===== config.mk =====
export PLATFORM = sky130hd
export DESIGN_NAME = fifo_push_arbiter_flat
export DESIGN_NICKNAME = d
export VERILOG_FILES = /design/src/rtl/fifo_push_arbiter_pkg.sv /design/src/rtl/fifo_push_arbiter_if.sv /design/src/rtl/fifo_push_arbiter_rr_arb2.sv /design/src/rtl/fifo_push_arbiter.sv /design/src/flat_wrapper.sv
export SDC_FILE = /design/constraint.sdc
export NUM_CORES = 1
export LEC_CHECK = 0
export ABC_CLOCK_PERIOD_IN_PS = 2600
export BUFFER_PORTS_ARGS = -buffer_cell sky130_fd_sc_hd__buf_4
export CAP_MARGIN = 20
export CELL_PAD_IN_SITES_DETAIL_PLACEMENT = 0
export CELL_PAD_IN_SITES_GLOBAL_PLACEMENT = 1
export CORE_MARGIN = 4
export CORE_UTILIZATION = 34
export CTS_CLUSTER_DIAMETER = 200
export DETAILED_ROUTE_END_ITERATION = 10
export PLACE_DENSITY = 0.86
export SYNTH_ARGS = -nofsm -noshare
export SYNTH_HDL_FRONTEND = slang
export SYNTH_HIERARCHICAL = 1
export SYNTH_SLANG_ARGS = --single-unit

===== constraint.sdc =====
create_clock -name Sys_Clk -period 2.6 [get_ports Sys_Clk]
set_input_delay 0.52 -clock Sys_Clk [delete_from_list [all_inputs] [get_ports Sys_Clk]]
set_output_delay 0.52 -clock Sys_Clk [all_outputs]
set_load 0.005 [all_outputs]

===== src/rtl/fifo_push_arbiter_pkg.sv =====
// Shared types and constants for the two-requester FIFO push arbiter.
package fifo_arb_pkg;

  typedef enum logic [1:0] {
    RUN   = 2'd0,
    FLUSH = 2'd1,
    DONE  = 2'd2
  } state_e;

  typedef enum logic {
    REQ_A = 1'b0,
    REQ_B = 1'b1
  } req_e;

  // PUSH_FLAG code the FIFO macro reports when it has no free slot.
  localparam logic [3:0] PUSH_FLAG_FULL = 4'h0;

endpackage


===== src/rtl/fifo_push_arbiter_if.sv =====
// Bundle of the requester handshakes, flush control and FIFO push-side pins.
// The arbiter uses the slave modport; the producers/FIFO side uses master.
interface fifo_push_arbiter_if #(
  parameter int DATA_W = 32,
  parameter int CNT_W  = 16
);

  logic              A_Valid;
  logic [DATA_W-1:0] A_Data;
  logic              A_Ready;
  logic              B_Valid;
  logic [DATA_W-1:0] B_Data;
  logic              B_Ready;
  logic              Flush_Req;
  logic              Flush_Done;
  logic              Fifo_Push;
  logic [DATA_W-1:0] Fifo_Din;
  logic              Fifo_Push_Flush;
  logic              Fifo_Push_Clk_En;
  logic [3:0]        Push_Flag;
  logic              Almost_Full;
  logic [CNT_W-1:0]  A_Count;
  logic [CNT_W-1:0]  B_Count;

  modport master (
    output A_Valid, A_Data, B_Valid, B_Data, Flush_Req, Push_Flag, Almost_Full,
    input  A_Ready, B_Ready, Flush_Done, Fifo_Push, Fifo_Din, Fifo_Push_Flush,
           Fifo_Push_Clk_En, A_Count, B_Count
  );

  modport slave (
    input  A_Valid, A_Data, B_Valid, B_Data, Flush_Req, Push_Flag, Almost_Full,
    output A_Ready, B_Ready, Flush_Done, Fifo_Push, Fifo_Din, Fifo_Push_Flush,
           Fifo_Push_Clk_En, A_Count, B_Count
  );

endinterface


===== src/rtl/fifo_push_arbiter_rr_arb2.sv =====
// Two-way round-robin grant. A lone valid requester always wins; when both
// are valid the pointer decides, and after every accept the pointer moves to
// the requester that did not win so the loser goes first next time.
module rr_arb2
  import fifo_arb_pkg::*;
(
  input  logic i_clk,
  input  logic i_rst_n,
  input  logic i_can_push,
  input  logic i_valid_a,
  input  logic i_valid_b,
  output logic o_ready_a,
  output logic o_ready_b
);

  req_e r_ptr;
  logic w_accept;

  // Grant is one-hot or idle; it needs a valid so both readies are never high together.
  always_comb begin
    o_ready_a = 1'b0;
    o_ready_b = 1'b0;
    if (i_can_push) begin
      if (i_valid_a && (!i_valid_b || r_ptr == REQ_A)) begin
        o_ready_a = 1'b1;
      end else if (i_valid_b) begin
        o_ready_b = 1'b1;
      end
    end
  end

  assign w_accept = (i_valid_a & o_ready_a) | (i_valid_b & o_ready_b);

  // Pointer hands priority to the non-winner, only when a word is actually taken.
  always_ff @(posedge i_clk or negedge i_rst_n) begin
    if (!i_rst_n) begin
      r_ptr <= REQ_A;
    end else if (w_accept) begin
      r_ptr <= o_ready_a ? REQ_B : REQ_A;
    end
  end

endmodule


===== src/rtl/fifo_push_arbiter.sv =====
// Shares one FIFO_16K_BLK push port between requesters A and B, throttles on
// the FIFO full/almost-full flags and sequences push-side flushes.
module fifo_push_arbiter
  import fifo_arb_pkg::*;
#(
  parameter int DATA_W       = 32,
  parameter int FLUSH_CYCLES = 4,
  parameter int CNT_W        = 16
) (
  input logic                Sys_Clk,
  input logic                Sys_Rst_n,
  fifo_push_arbiter_if.slave bus
);

  localparam logic [1:0] ST_RUN     = RUN;
  localparam logic [1:0] ST_FLUSH   = FLUSH;
  localparam logic [1:0] ST_DONE    = DONE;
  localparam logic [3:0] FLUSH_LOAD = 4'(FLUSH_CYCLES - 1);

  logic [1:0]        r_state;
  logic [3:0]        r_flush_cnt;
  logic              r_last_slot;
  logic              r_push;
  logic [DATA_W-1:0] r_din;
  logic [CNT_W-1:0]  r_a_count;
  logic [CNT_W-1:0]  r_b_count;

  logic w_can_push;
  logic w_ready_a;
  logic w_ready_b;
  logic w_acc_a;
  logic w_acc_b;

  // Readies are held low during reset, outside RUN, on a full FIFO, after the
  // last free slot has been used, and in the cycle a flush is requested.
  assign w_can_push = Sys_Rst_n
                    & (r_state == ST_RUN)
                    & (bus.Push_Flag != PUSH_FLAG_FULL)
                    & ~(bus.Almost_Full & r_last_slot)
                    & ~bus.Flush_Req;

  rr_arb2 u_rr_arb2 (
    .i_clk      (Sys_Clk),
    .i_rst_n    (Sys_Rst_n),
    .i_can_push (w_can_push),
    .i_valid_a  (bus.A_Valid),
    .i_valid_b  (bus.B_Valid),
    .o_ready_a  (w_ready_a),
    .o_ready_b  (w_ready_b)
  );

  assign w_acc_a = bus.A_Valid & w_ready_a;
  assign w_acc_b = bus.B_Valid & w_ready_b;

  assign bus.A_Ready          = w_ready_a;
  assign bus.B_Ready          = w_ready_b;
  assign bus.Fifo_Push        = r_push;
  assign bus.Fifo_Din         = r_din;
  assign bus.Fifo_Push_Flush  = (r_state == ST_FLUSH);
  assign bus.Flush_Done       = (r_state == ST_DONE);
  assign bus.Fifo_Push_Clk_En = 1'b1;
  assign bus.A_Count          = r_a_count;
  assign bus.B_Count          = r_b_count;

  // Flush sequencer: RUN -> FLUSH for FLUSH_CYCLES cycles -> DONE for one cycle -> RUN.
  always_ff @(posedge Sys_Clk or negedge Sys_Rst_n) begin
    if (!Sys_Rst_n) begin
      r_state     <= ST_RUN;
      r_flush_cnt <= 4'd0;
    end else begin
      case (r_state)
        ST_RUN: begin
          if (bus.Flush_Req) begin
            r_state     <= ST_FLUSH;
            r_flush_cnt <= FLUSH_LOAD;
          end
        end
        ST_FLUSH: begin
          if (r_flush_cnt == 4'd0) begin
            r_state <= ST_DONE;
          end else begin
            r_flush_cnt <= r_flush_cnt - 4'd1;
          end
        end
        ST_DONE: r_state <= ST_RUN;
        default: r_state <= ST_RUN;
      endcase
    end
  end

  // Almost_Full lags one push, so only one word may go into the final slot.
  always_ff @(posedge Sys_Clk or negedge Sys_Rst_n) begin
    if (!Sys_Rst_n) begin
      r_last_slot <= 1'b0;
    end else if (!bus.Almost_Full) begin
      r_last_slot <= 1'b0;
    end else if (w_acc_a | w_acc_b) begin
      r_last_slot <= 1'b1;
    end
  end

  // Accepted word reaches the FIFO push pins one cycle after the handshake.
  always_ff @(posedge Sys_Clk or negedge Sys_Rst_n) begin
    if (!Sys_Rst_n) begin
      r_push <= 1'b0;
      r_din  <= '0;
    end else begin
      r_push <= w_acc_a | w_acc_b;
      if (w_acc_a) begin
        r_din <= bus.A_Data;
      end else if (w_acc_b) begin
        r_din <= bus.B_Data;
      end
    end
  end

  // Per-requester accepted-word counters; they wrap and survive flushes.
  always_ff @(posedge Sys_Clk or negedge Sys_Rst_n) begin
    if (!Sys_Rst_n) begin
      r_a_count <= '0;
      r_b_count <= '0;
    end else begin
      if (w_acc_a) r_a_count <= r_a_count + 1'b1;
      if (w_acc_b) r_b_count <= r_b_count + 1'b1;
    end
  end

endmodule

===== src/flat_wrapper.sv =====
// flat-port wrapper written by rule: the top's interface ports become plain ports
module fifo_push_arbiter_flat import fifo_arb_pkg::*;
#(
  parameter int DATA_W       = 32,
  parameter int FLUSH_CYCLES = 4,
  parameter int CNT_W        = 16
)
  (Sys_Clk, Sys_Rst_n, bus_A_Valid, bus_A_Data, bus_B_Valid, bus_B_Data, bus_Flush_Req, bus_Push_Flag, bus_Almost_Full, bus_A_Ready, bus_B_Ready, bus_Flush_Done, bus_Fifo_Push, bus_Fifo_Din, bus_Fifo_Push_Flush, bus_Fifo_Push_Clk_En, bus_A_Count, bus_B_Count);
  fifo_push_arbiter_if #(.DATA_W(DATA_W), .CNT_W(CNT_W)) bus_i ();
  input logic Sys_Clk;
  input logic Sys_Rst_n;
  input wire logic [$bits(bus_i.A_Valid)-1:0] bus_A_Valid;
  input wire logic [$bits(bus_i.A_Data)-1:0] bus_A_Data;
  input wire logic [$bits(bus_i.B_Valid)-1:0] bus_B_Valid;
  input wire logic [$bits(bus_i.B_Data)-1:0] bus_B_Data;
  input wire logic [$bits(bus_i.Flush_Req)-1:0] bus_Flush_Req;
  input wire logic [$bits(bus_i.Push_Flag)-1:0] bus_Push_Flag;
  input wire logic [$bits(bus_i.Almost_Full)-1:0] bus_Almost_Full;
  output wire logic [$bits(bus_i.A_Ready)-1:0] bus_A_Ready;
  output wire logic [$bits(bus_i.B_Ready)-1:0] bus_B_Ready;
  output wire logic [$bits(bus_i.Flush_Done)-1:0] bus_Flush_Done;
  output wire logic [$bits(bus_i.Fifo_Push)-1:0] bus_Fifo_Push;
  output wire logic [$bits(bus_i.Fifo_Din)-1:0] bus_Fifo_Din;
  output wire logic [$bits(bus_i.Fifo_Push_Flush)-1:0] bus_Fifo_Push_Flush;
  output wire logic [$bits(bus_i.Fifo_Push_Clk_En)-1:0] bus_Fifo_Push_Clk_En;
  output wire logic [$bits(bus_i.A_Count)-1:0] bus_A_Count;
  output wire logic [$bits(bus_i.B_Count)-1:0] bus_B_Count;
  assign bus_i.A_Valid = bus_A_Valid;
  assign bus_i.A_Data = bus_A_Data;
  assign bus_i.B_Valid = bus_B_Valid;
  assign bus_i.B_Data = bus_B_Data;
  assign bus_i.Flush_Req = bus_Flush_Req;
  assign bus_i.Push_Flag = bus_Push_Flag;
  assign bus_i.Almost_Full = bus_Almost_Full;
  assign bus_A_Ready = bus_i.A_Ready;
  assign bus_B_Ready = bus_i.B_Ready;
  assign bus_Flush_Done = bus_i.Flush_Done;
  assign bus_Fifo_Push = bus_i.Fifo_Push;
  assign bus_Fifo_Din = bus_i.Fifo_Din;
  assign bus_Fifo_Push_Flush = bus_i.Fifo_Push_Flush;
  assign bus_Fifo_Push_Clk_En = bus_i.Fifo_Push_Clk_En;
  assign bus_A_Count = bus_i.A_Count;
  assign bus_B_Count = bus_i.B_Count;
  fifo_push_arbiter #(.DATA_W(DATA_W), .FLUSH_CYCLES(FLUSH_CYCLES), .CNT_W(CNT_W)) u_core (.Sys_Clk(Sys_Clk), .Sys_Rst_n(Sys_Rst_n), .bus(bus_i));
endmodule

# Word-level counts from Yosys, hierarchy flattened
# Index checks and enable logic that the tools add are counted.
# word_totals
ff_bits,73
output_inout_bits,70
inputBits,74
# op_classes
reduce_logical,10
muxes,16
bitwise,11
n_eq_ne,6
add_sub_neg,3
# ops
operator,n
$mux W32,2
$add A16 B1 Y16 const B,2
$mux W1,8
$mux W4,2
$pmux W4 S2,1
$and A1 B1 Y1,7
$logic_not A4 Y1,1
$mux W2,2
$ne A2 B1 Y1 const B,2
$ne A2 B2 Y1 const B,2
$pmux W2 S2,1
$reduce_bool A2 Y1,2
$reduce_bool A4 Y1,1
$sub A4 B1 Y4 const B,1
$not A1 Y1,3
$reduce_and A3 Y1,1
$eq A2 B1 Y1 const B,1
$eq A2 B2 Y1 const B,1
$logic_not A2 Y1,1
$reduce_and A2 Y1,1
$logic_and A1 B1 Y1,1
$logic_not A1 Y1,1
$logic_or A1 B1 Y1,1
$or A1 B1 Y1,1

# Depth between registers and ports, before layout
# Gate-level depths: netlist of the first run.
# depth
word_depth,10
mapped_depth,9
depth_no_buf,8

# Modules after synthesis
# Netlist of the first run, hierarchy kept.
# modules_own_cells
module,area_each_um2,instances,seq_area_each_um2,cells_per_inst
fifo_push_arbiter,3241.9,1,1801.7,334
rr_arb2,61.3,1,25.0,8

# Least setup slack after synthesis of the first run
# No wires, ideal clock.
# synth_timing
path_kind,in2reg
start,in bus_Flush_Req
end,reg u_core.r_a_count[10] (netlist: u_core/bus.A_Count[10])
slack_ns,0.038
t_required_ns,2.521
setup_time_ns,0.079
stages,8
path_buffers,0
arrival_ns,2.483
path_cell_list,or4b_1 a211oi_1 nand2_1 a21oi_1 nand3_1 nor3_2 and3_1 xor2_1
# synth_between
elab_chain_len,4
# synth_rtl
element,line_no,rtl
start: declaration,flat_wrapper.sv:16,input wire logic [$bits(bus_i.Flush_Req)-1:0] bus_Flush_Req;
$not A1 Y1,fifo_push_arbiter.sv:40,& ~bus.Flush_Req;
$and A1 B1 Y1,fifo_push_arbiter.sv:40,
via u_core.w_can_push,fifo_push_arbiter.sv:28,logic w_can_push;
$mux W1,fifo_push_arbiter_rr_arb2.sv:23,if (i_can_push) begin
via bus_A_Ready,flat_wrapper.sv:19,output wire logic [$bits(bus_i.A_Ready)-1:0] bus_A_Ready;
$and A1 B1 Y1,fifo_push_arbiter.sv:52,assign w_acc_a = bus.A_Valid & w_ready_a;
end signal: assignment,fifo_push_arbiter.sv:123,if (w_acc_a) r_a_count <= r_a_count + 1'b1;
end: declaration,fifo_push_arbiter.sv:25,logic [CNT_W-1:0] r_a_count;
# The timed path passes the listed nets, and every way through them passes these cells.
# A chain may end at the register's enable or synchronous reset.

# Worst setup path after layout of the first run
# layout_timing
start,reg u_core.r_state[0]
end,out bus_A_Ready
# layout_between
elab_chain_len,6
# layout_rtl
element,line_no,rtl
start: declaration,fifo_push_arbiter.sv:20,logic [1:0] r_state;
start signal: assignment,fifo_push_arbiter.sv:68,r_state <= ST_RUN;
start signal: assignment,fifo_push_arbiter.sv:74,r_state <= ST_FLUSH;
start signal: assignment,fifo_push_arbiter.sv:80,r_state <= ST_DONE;
$logic_not A2 Y1,fifo_push_arbiter.sv:37,& (r_state == ST_RUN)
$and A1 B1 Y1,fifo_push_arbiter.sv:37,
$and A1 B1 Y1,fifo_push_arbiter.sv:38,& (bus.Push_Flag != PUSH_FLAG_FULL)
$and A1 B1 Y1,fifo_push_arbiter.sv:39,& ~(bus.Almost_Full & r_last_slot)
$and A1 B1 Y1,fifo_push_arbiter.sv:40,
via u_core.w_can_push,fifo_push_arbiter.sv:28,
$mux W1,fifo_push_arbiter_rr_arb2.sv:23,
end: declaration,flat_wrapper.sv:19,
# The timed path passes the listed nets, and every way through them passes these cells.

==> out/metrics.csv, run 1 <==
metric,value,unit
synth_sequential_area_ratio,55.3,%
worstSetupPathType,flop to output port,
hold_removal_path_class,input port to flop,
power_density,779,nW/um^2
critPathLaunch,u_core/r_state[0]$_DFFE_PN0P_,
io_buffers,142,
synth_cell_type_count,35,
wirelength,8840,um
max_freq,0.390,GHz
placed_cells_incl_taps,611,
largest_driver_fanout_on_the_critical_path,3,
core_area,9330,um^2
placementRows,35,
grt_overflow_total,0,
track_usage,16.2,%
post-route-worst-setup-slack,0.0376,ns
drc_errors,0,
stdcell_area,4850,um^2
via_per_inst,4.70,
boundaryPins,144,
required,2.08,ns
hold_start,bus_Almost_Full,
height_of_the_chip,107,um
fillers,858,
power_switching_share,28.9,%
hold_vio_cnt_final,0,
diodes,0,
vdd.ir_drop.worst,0.000382,V
power.clock.fraction,26.2,%
cts_root_buffer,sky130_fd_sc_hd__clkbuf_8,
via_count_of_the_first_global_routing_pass,3058,
p_int,2680,uW
rsz0062_at_grt,true,
relSlewSlack,36.8,%
r2r_setup_slack,0.10,ns
worst_skew_pair.late_latency,0.34,ns
finalSetupViolations,0,
leakage,0.00247,uW
clock-sinks,73,
fin_worst_skew,0.00778,ns
rr_startpoint,u_core/r_state[0]$_DFFE_PN0P_,
synthesized_flop_and_latch_total,73,
num_vias,2959,
wire_length_of_the_first_global_routing_pass,14800,um
final-max-slew-violation-count,0,
netlist_area_before_placement,3300,um^2
ctsLongestPathBuffers,2,
yosys-top-cells-area,"sky130_fd_sc_hd__dfrtp_1 (55%), sky130_fd_sc_hd__nand2_1 (9.7%), sky130_fd_sc_hd__a31oi_1 (6.4%)",
tritoncts,done,
start_util,35.4,%
clk_transition_reported_paths,0.07,ns
post_layout_nonfiller_instances,630,
yosysWarnings,6,
type_of_element_launching_the_critical_path,flop,
place.detailed.hpwl,6410,um
crit_arrival,2.04,ns
synth_top_cell_by_area,sky130_fd_sc_hd__dfrtp_1,
outcome,"finished, final reports clean",
routed_wire_length_per_instance,14.0,um
critical_path.endpoint_type,output port,
syn-num-nets,420,
post_synth.cell_area_avg,9.66,um^2
place.gp.congestion,0.778,
dpl-instance-area,4590,um^2
drive_gt1_share,37.1,%
die_area,11400,um^2
nNetsFinal,574,
htree_num_levels,3,
antenna_found_initial,0,
grt_max_degree,74,
sequentialPowerShare,44.3,%
pre_cts_ws,-0.0312,ns
die-width,107,um
first_drt_pass_iteration_count,4,
drt_first_iter_violations,122,
worst-slew-pin-transition,0.947,ns
yosys.area.top_type_share,55.3,%
max-cap-violations,0,
cts-buffers-inserted,9,
area_delta_synth_final,46.9,%
synth_cells,342,
finalWorstPathRequiredPeriod,2.56,ns
fin_crit_sh,98.6,%
tns,0,ns
combPwrFrac,29.5,%
power.switching,1090,uW
drtAntennaViolNets,0,
==> timing repair <==
action,in CTS,in global routing
pin swaps,2,1
endpoints found under the setup margin,2,3
hold buffers,0,0
setup buffers,3,0
resized for setup,2,1
==> cells in the final DEF, fill, tap and decap left out, drive strengths merged, types with 6 or more instances in the layout <==
cell and n:
nand2 85, buf 159, dfrtp 73, nand3 9, nor2 42, inv 6, xnor2 21, nand4 9
a31oi 34, xor2 11, nor3 6, clkbuf 11
==> Yosys cell counts <==
cell type and n:
sky130_fd_sc_hd__nand2_1 85, sky130_fd_sc_hd__a31oi_1 34, sky130_fd_sc_hd__buf_1 3, sky130_fd_sc_hd__clkbuf_1 7, sky130_fd_sc_hd__and4_1 2, sky130_fd_sc_hd__nor4_4 1
sky130_fd_sc_hd__or3b_1 1, sky130_fd_sc_hd__inv_1 6, sky130_fd_sc_hd__or2_1 1, sky130_fd_sc_hd__dfrtp_1 73, sky130_fd_sc_hd__a211oi_1 1, sky130_fd_sc_hd__conb_1 1
sky130_fd_sc_hd__nor4_1 1, sky130_fd_sc_hd__xnor2_1 21, sky130_fd_sc_hd__nor2b_1 2, sky130_fd_sc_hd__buf_4 1, sky130_fd_sc_hd__nor2_1 42, sky130_fd_sc_hd__and4_4 1
sky130_fd_sc_hd__a21oi_1 2, sky130_fd_sc_hd__buf_2 5, sky130_fd_sc_hd__nand4_1 8, sky130_fd_sc_hd__and3_1 3, sky130_fd_sc_hd__o21a_1 1, sky130_fd_sc_hd__or2_2 1
sky130_fd_sc_hd__a21o_1 1, sky130_fd_sc_hd__xor2_1 11, sky130_fd_sc_hd__nor3b_1 2, sky130_fd_sc_hd__nand3_1 9, sky130_fd_sc_hd__or4b_1 1, sky130_fd_sc_hd__nand4_4 1
sky130_fd_sc_hd__and2_1 3, sky130_fd_sc_hd__nor3_2 4, sky130_fd_sc_hd__ha_1 4, sky130_fd_sc_hd__a21oi_2 1, sky130_fd_sc_hd__nor3_1 2
==> flip-flops by register name, summed over array words and instances, names as in the netlist <==
register / cells
u_core/bus.Fifo_Din: 32
u_core/bus.Fifo_Push: 1
u_core/bus.B_Count: 16
u_core/r_last_slot: 1
u_core/r_state: 2
u_core/r_flush_cnt: 4
u_core/bus.A_Count: 16
u_core/u_rr_arb2/r_ptr: 1
==> worst max-delay path: stages (launching register included) <==
cell and delay, ns:
sky130_fd_sc_hd__dfrtp_1 0.40, sky130_fd_sc_hd__or4b_4 0.52, sky130_fd_sc_hd__a211oi_2 0.15, sky130_fd_sc_hd__buf_4 0.14
sky130_fd_sc_hd__nand2_1 0.06, sky130_fd_sc_hd__a21oi_1 0.12, sky130_fd_sc_hd__buf_4 0.13, sky130_fd_sc_hd__buf_4 0.09
sky130_fd_sc_hd__buf_4 0.09
==> cell type report <==
cell class	instances	area (um^2)	area share [%]
Clock buffer	11	141	2.91
Clock inverter	5	78.8	1.62
Inverter	6	22.5	0.464
Multi-Input combinational cell	247	1400	28.9
Sequential cell	73	1830	37.7
Tap cell	129	161	3.33
Timing Repair Buffer	159	1220	25.1
==> power groups by stage <==
stage          Sequential, uW  Combinational, uW  Clock, uW
3_3_place_gp             1690               1100          0
6_report                 1670               1110        991
3_5_place_dp             1690               1120          0
5_1_grt                  1720               1250       1070
2_1_floorplan            1680                431          0
4_1_cts                  1680               1140       1020
==> stage by stage <==
stage	hold slack [ns]	util, %	total power [uW]
final	0.414	52.0	3780
after global routing	0.415	52.0	4050
after CTS	0.398	51.9	3830
after detailed placement	0.465	49.2	2800
after global placement	0.465	49.2	2780
after floorplan	0.224	-	2110
==> worst paths after layout <==
kind	depth (start not counted)	to
worst max-delay path	8	bus_A_Ready
worst min-delay path	2	u_core/r_last_slot$_DFFE_PN0P_
worst max register to register	11	u_core/bus.A_Count[6]$_DFFE_PN0P_
worst min register to register	1	u_core/bus.A_Count[15]$_DFFE_PN0P_
max in group asynchronous	2	u_core/bus.Fifo_Din[24]$_DFFE_PN0P_
min in group asynchronous	2	u_core/bus.Fifo_Din[11]$_DFFE_PN0P_
==> metal layers <==
layer	track usage (%)	share of wire (%)	up-vias
met5	0	0	-
met4	4.66	0.94	0
met3	4.01	7.8	7
met2	26.8	48	93
met1	21.1	43	1408
li1	-	-	1451
==> cells by family after synthesis <==
family | count (synthesis) | synth area share [%]
DFF | 73 | 55.3
and+or+nand+nor | 170 | 24.1
adders and majority gates | 4 | 1.52
AOI/OAI and AO/OA | 40 | 7.69
other | 1 | 0.114
buffers and inverters | 22 | 2.80
xor gates and xnor gates | 32 | 8.48
Power figures use the tool's default switching activity.
==> inputs of run 2 (changes only) <==
--- a/config.mk
+++ b/config.mk
@@ -11,10 +11,11 @@
 export CELL_PAD_IN_SITES_DETAIL_PLACEMENT = 0
 export CELL_PAD_IN_SITES_GLOBAL_PLACEMENT = 1
 export CORE_MARGIN = 4
-export CORE_UTILIZATION = 34
+export CORE_UTILIZATION = 25
 export CTS_CLUSTER_DIAMETER = 200
 export DETAILED_ROUTE_END_ITERATION = 10
-export PLACE_DENSITY = 0.86
+export PLACE_DENSITY = 0.68
+export SLEW_MARGIN = 20
 export SYNTH_ARGS = -nofsm -noshare
 export SYNTH_HDL_FRONTEND = slang
 export SYNTH_HIERARCHICAL = 1
==> run 2 against run 1 <==
  * Critical path depth shrank 1
  * Power grew 4.9%
  * Maximum frequency grew 0.84%
  * Global-route usage shrank 3.6 points
  * Die area grew 33%
  * Wire length grew 6.8%
  * Sequential share of layout area shrank 1.1 points
==> out/metrics.csv, run 2 (synthesized netlist as in run 1, its figures left out) <==
metric,value,unit
core_area,12800,um^2
htree_num_levels,3,
stdcell_area,5000,um^2
placed_cells_incl_taps,656,
finalPower,3960,uW
place.detailed.hpwl,7050,um
tritoncts,done,
drt_first_iter_violations,125,
via_count_of_the_first_global_routing_pass,3001,
drc_errors,0,
final-max-slew-violation-count,0,
p_int,2840,uW
fillers,1284,
finalSetupViolations,0,
combPwrFrac,28.7,%
diodes,0,
start_util,25.9,%
sequentialPowerShare,42.4,%
routed_wire_length_per_instance,14.0,um
fin_crit_sh,97.7,%
wire_length_of_the_first_global_routing_pass,14900,um
power.clock.fraction,28.9,%
antenna_found_initial,0,
power_switching_share,28.4,%
clock-sinks,73,
area_delta_synth_final,51.3,%
max_freq,0.394,GHz
num_vias,2938,
fin_worst_skew,0.00326,ns
place.gp.congestion,0.760,
outcome,"finished, final reports clean",
grt_max_degree,38,
critical_path.endpoint_type,output port,
largest_driver_fanout_on_the_critical_path,3,
worst-slew-pin-transition,0.511,ns
cts_hold_repair_buffers,0,
grt_overflow_total,0,
io_buffers,142,
worstSetupPathType,flop to output port,
crit_arrival,2.02,ns
pre_cts_ws,-0.150,ns
first_drt_pass_iteration_count,4,
layout_common_cells,"sky130_fd_sc_hd__buf_4 (158), sky130_fd_sc_hd__nand2_1 (83), sky130_fd_sc_hd__dfrtp_1 (73)",
layout.cells.most_common,sky130_fd_sc_hd__buf_4,
required,2.08,ns
hold_vio_cnt_final,0,
finalWorstPathRequiredPeriod,2.54,ns
largest_reg_flops,32,
height_of_the_chip,123,um
hold_removal_path_class,input port to asynchronous set/reset pin,
post-route-util,39.1,%
r2r_setup_slack,0.15,ns
track_usage,12.6,%
boundaryPins,144,
vdd.ir_drop.worst,0.000317,V
dpl-instance-area,4670,um^2
power_density,792,nW/um^2
post-route-worst-setup-slack,0.0589,ns
power.switching,1120,uW
via_per_inst,4.37,
leakage,0.00250,uW
clk_transition_reported_paths,0.05,ns
worst_skew_pair.late_latency,0.32,ns
type_of_element_launching_the_critical_path,flop,
ctsLongestPathBuffers,2,
post_layout_nonfiller_instances,672,
wirelength,9440,um
drtAntennaViolNets,0,
die_area,15100,um^2
die-width,123,um
max-cap-violations,0,
cts-buffers-inserted,9,
relSlewSlack,66.0,%
nNetsFinal,576,
placementRows,41,
cts_root_buffer,sky130_fd_sc_hd__clkbuf_16,
drive_gt1_share,37.6,%
[run 2: area by class of cell]
| class | count | area [um^2] | area share, % |
|---|---|---|---|
| flip-flops and latches | 73 | 1830 | 36.5 |
| multi-input cells | 247 | 1420 | 28.4 |
| repair buffers | 161 | 1250 | 24.9 |
| clock buffers | 13 | 270 | 5.41 |
| well taps | 172 | 215 | 4.31 |
| inverters | 6 | 22.5 | 0.451 |
[run 2: metrics by stage]
step | TNS, ns | hold slack (ns)
after floorplan | 0 | 0.224
final | 0 | 0.279
after CTS | 0 | 0.286
after global placement | -0.372 | 0.478
after global routing | -0.00310 | 0.321
after detailed placement | -1.47 | 0.472
[run 2: worst paths after layout]
kind	startpoint	endpoint	cells after the start
min	Sys_Rst_n	u_core/bus.B_Count[10]$_DFFE_PN0P_	2
min in group Sys_Clk	bus_Almost_Full	u_core/r_last_slot$_DFFE_PN0P_	2
min reg2reg	u_core/bus.B_Count[15]$_DFFE_PN0P_	u_core/bus.B_Count[15]$_DFFE_PN0P_	1
max in group asynchronous	Sys_Rst_n	u_core/bus.A_Count[15]$_DFFE_PN0P_	3
max	u_core/r_state[0]$_DFFE_PN0P_	bus_B_Ready	7
max reg2reg	u_core/r_state[0]$_DFFE_PN0P_	u_core/bus.A_Count[10]$_DFFE_PN0P_	10
[run 2: what timing repair did]
item,in CTS,in global routing
pin swaps,1,2
setup endpoints to repair,2,5
gates resized for setup,4,3
buffers inserted,1,2
[run 2: power by group through the flow]
stage / registers, uW / clock network (uW) / logic [uW]
after CTS: 1680 / 1180 / 1150
after detailed placement: 1680 / 0 / 1150
final: 1680 / 1140 / 1140
after floorplan: 1680 / 0 / 431
after global placement: 1680 / 0 / 1140
after global routing: 1720 / 1240 / 1280
[run 2: per-layer routing]
metal	part of all wire (%)	wire, um	global-route usage [%]	up-vias
met4	1.5	138	5.25	0
met5	0	0	0	-
met1	45	4250	16.6	1385
li1	-	-	-	1459
met2	47	4480	19.5	85
met3	6.0	564	3.48	9
[run 2: critical path: stages, from the launching register on]
cell and delay (ns):
sky130_fd_sc_hd__dfrtp_1 0.37, sky130_fd_sc_hd__or4b_4 0.52, sky130_fd_sc_hd__a211oi_2 0.23, sky130_fd_sc_hd__buf_4 0.17, sky130_fd_sc_hd__nand2_1 0.07, sky130_fd_sc_hd__a21oi_2 0.12, sky130_fd_sc_hd__buf_4 0.12, sky130_fd_sc_hd__buf_4 0.10
==> inputs of run 3 (changes only) <==
--- a/config.mk
+++ b/config.mk
@@ -5,7 +5,8 @@
 export SDC_FILE = /design/constraint.sdc
 export NUM_CORES = 1
 export LEC_CHECK = 0
-export ABC_CLOCK_PERIOD_IN_PS = 2600
+export ABC_AREA = 1
+export ABC_CLOCK_PERIOD_IN_PS = 3100
 export BUFFER_PORTS_ARGS = -buffer_cell sky130_fd_sc_hd__buf_4
 export CAP_MARGIN = 20
 export CELL_PAD_IN_SITES_DETAIL_PLACEMENT = 0
@@ -15,7 +16,7 @@
 export CTS_CLUSTER_DIAMETER = 200
 export DETAILED_ROUTE_END_ITERATION = 10
 export PLACE_DENSITY = 0.68
-export SLEW_MARGIN = 20
+export SLEW_MARGIN = 25
 export SYNTH_ARGS = -nofsm -noshare
 export SYNTH_HDL_FRONTEND = slang
 export SYNTH_HIERARCHICAL = 1
==> constraint.sdc (replaced) <==
create_clock -name Sys_Clk -period 3.1 [get_ports Sys_Clk]
set_input_delay 0.62 -clock Sys_Clk [delete_from_list [all_inputs] [get_ports Sys_Clk]]
set_output_delay 0.62 -clock Sys_Clk [all_outputs]
set_load 0.005 [all_outputs]
==> run 3 against run 2 <==
  * Area after synthesis increased by 5.1%
  * Global-route usage increased by 0.54 points
  * Core utilization decreased by 1.4 points
  * Hold slack improved by 0.16 ns
  * Clock power decreased by 4%
  * Non-clock buffer count decreased by 11
  * Worst setup slack improved by 0.64 ns
  * Sequential share of layout area decreased by 0.43 points
  * Via count increased by 10%
  * Sequential cell count unchanged
  * Wire length increased by 11%
  * Critical endpoint unchanged
==> out/metrics.csv, run 3 <==
metric,value,unit
outcome,"finished, final reports clean",
syn-num-nets,485,
antenna_found_initial,0,
leakage,0.00256,uW
grt_max_degree,74,
dominantRegCellSynth,sky130_fd_sc_hd__dfrtp_1,
critPathLaunch,u_core/r_state[0]$_DFFE_PN0P_,
finalPower,3390,uW
layout.cells.most_common,sky130_fd_sc_hd__buf_4,
drive_gt1_share,32.0,%
finalWorstPathRequiredPeriod,2.40,ns
power_density,670,nW/um^2
cts_hold_repair_buffers,0,
core_area,13400,um^2
place.gp.congestion,0.811,
power.clock.fraction,32.0,%
die-width,126,um
routed_wire_length_per_instance,14.3,um
post-route-util,37.7,%
fillers,1397,
global_route.usage.met3,3.01,%
height_of_the_chip,126,um
nNetsFinal,632,
timing.critical_path.cells,nor2_1 > o2111ai_1 > nor2_1 > nand2_1 > a21oi_1 > buf_4,
sequentialPowerShare,41.0,%
tns,0,ns
synth_sequential_area_ratio,52.6,%
tritoncts,done,
drt_first_iter_violations,137,
synth_enable_flop_cells,0,
power_switching_share,29.0,%
drtAntennaViolNets,0,
critical_path.endpoint_type,output port,
hold_vio_cnt_final,0,
place.detailed.hpwl,7850,um
yosys-top-cells-count,"sky130_fd_sc_hd__nand2_1 (88), sky130_fd_sc_hd__dfrtp_1 (73), sky130_fd_sc_hd__nor2_1 (57)",
start_util,25.9,%
boundaryPins,144,
type_of_element_launching_the_critical_path,flop,
yosys-top-cells-area,"sky130_fd_sc_hd__dfrtp_1 (53%), sky130_fd_sc_hd__nand2_1 (9.5%), sky130_fd_sc_hd__o21ai_0 (7.5%)",
post_synth.cell_area_avg,8.53,um^2
ctsLongestPathBuffers,2,
groute.layer.met1.usage,16.6,%
grt_overflow_total,0,
r2r_setup_slack,0.77,ns
track_usage,13.2,%
diodes,0,
crit_arrival,1.78,ns
worstSetupPathType,flop to output port,
cts_root_buffer,sky130_fd_sc_hd__clkbuf_16,
yosys.area.top_type_share,52.6,%
combPwrFrac,26.9,%
clk_transition_reported_paths,0.06,ns
largest_driver_fanout_on_the_critical_path,3,
worstRegToRegCells,11,
required,2.48,ns
met2_usage,21.6,%
final-max-slew-violation-count,0,
fin_worst_skew,0.00816,ns
finalSetupViolations,0,
layout_common_cells,"sky130_fd_sc_hd__buf_4 (149), sky130_fd_sc_hd__nand2_1 (88), sky130_fd_sc_hd__dfrtp_1 (73)",
fin_crit_sh,77.3,%
clock-sinks,73,
hold_removal_path_class,input port to asynchronous set/reset pin,
power.switching,981,uW
yosysWarnings,6,
first_drt_pass_iteration_count,4,
max-cap-violations,0,
num_vias,3236,
relSlewSlack,54.8,%
rr_startpoint,u_core/r_state[0]$_DFFE_PN0P_,
cts-buffers-inserted,9,
synthesized_flop_and_latch_total,73,
max_freq,0.417,GHz
largest_reg_flops,32,
io_buffers,142,
cpMostUsedCell,sky130_fd_sc_hd__nor2_1,
postCtsSetupRepairBufs,0,
drc_errors,0,
critical_path.reg2reg.endpoint,u_core/bus.Fifo_Din[28]$_DFFE_PN0P_,
worst_path_max_delay_cell,sky130_fd_sc_hd__dfrtp_1,
synth_cells,407,
die_area,15800,um^2
path_buf_inv,1,
via_count_of_the_first_global_routing_pass,3316,
rsz0062_at_grt,false,
area_delta_synth_final,45.7,%
p_int,2410,uW
placementRows,42,
vdd.ir_drop.worst,0.000248,V
cts.repair.resized,0,
via_per_inst,4.40,
wire_length_of_the_first_global_routing_pass,16800,um
worst_skew_pair.late_latency,0.33,ns
critical_path.max_stage_delay,0.39,ns
share_of_flip_flops_with_an_asynchronous_set_or_reset_after_synthesis,100,%
htree_num_levels,3,
wirelength,10500,um
synth_top_cell_by_area,sky130_fd_sc_hd__dfrtp_1,
worst-slew-pin-transition,0.678,ns
critical-path-top-delay-family,compound AO/OA/AOI/OAI gates,
yosys.cell_count.top_type,sky130_fd_sc_hd__nand2_1,
netlist_area_before_placement,3470,um^2
synth_cell_type_count,29,
top_usage_layer,met2,
run 3: cell count changes in the layout (fill, tap and decap cells not counted), sizes merged, moves of 3 or more:
cell and change:
a31oi -33, and2 -3, and3 -3, and4 -3, buf -11, inv +25, nand2 +7, nand3 +9
nand4 -3, nor2 +20, o21ai +70, xnor2 -10
run 3: power groups by stage:
stage / logic [uW] / clock network (uW) / registers, uW
floorplan: 358 / 0 / 1390
detailed placement: 935 / 0 / 1400
CTS: 935 / 1110 / 1390
finish: 913 / 1090 / 1390
global route: 1040 / 1160 / 1420
global placement: 913 / 0 / 1410
run 3: worst max path at each step:
stage                                                endpoint  cells after the start
after CTS                                         bus_B_Ready                      6
after floorplan            u_core/bus.B_Count[10]$_DFFE_PN0P_                      9
after detailed placement  u_core/bus.Fifo_Din[28]$_DFFE_PN0P_                     11
final                                             bus_B_Ready                      6
after global placement    u_core/bus.Fifo_Din[19]$_DFFE_PN0P_                     11
after global routing      u_core/bus.Fifo_Din[24]$_DFFE_PN0P_                     11
run 3: through the flow:
stage	hold slack, ns	cell area [um^2]	std cells	worst slack [ns]
3_5_place_dp	0.467	4740	719	0.467
4_1_cts	0.481	5050	735	0.670
6_report	0.439	5060	735	0.702
3_3_place_gp	0.464	4740	719	0.465
5_1_grt	0.500	5060	735	0.499
2_1_floorplan	0.324	3470	407	1.04
run 3: cell type report:
| type | count | area, um^2 | share of cell area, % |
|---|---|---|---|
| timing repair buffer | 150 | 1130 | 22.3 |
| inverter | 32 | 120 | 2.37 |
| tap | 176 | 220 | 4.35 |
| clock buffer | 12 | 267 | 5.27 |
| multi-input combinational | 288 | 1450 | 28.6 |
| sequential | 73 | 1830 | 36.1 |
| clock inverter | 4 | 50.0 | 0.989 |
run 3: per-layer routing:
| metal | vias up | routed length [um] |
|---|---|---|
| met1 | 1509 | 4570 |
| li1 | 1605 | - |
| met4 | 0 | 246 |
| met5 | - | 0 |
| met2 | 104 | 5110 |
| met3 | 18 | 572 |
run 3: cells by family after synthesis:
group	count (synthesis)	synth area share, %
compound gates	75	11.0
buf+inv	46	5.73
flops	73	52.6
xor+xnor	22	5.55
simple gates	185	23.3
mux	1	0.324
fa+ha+maj	4	1.44
other cells	1	0.108
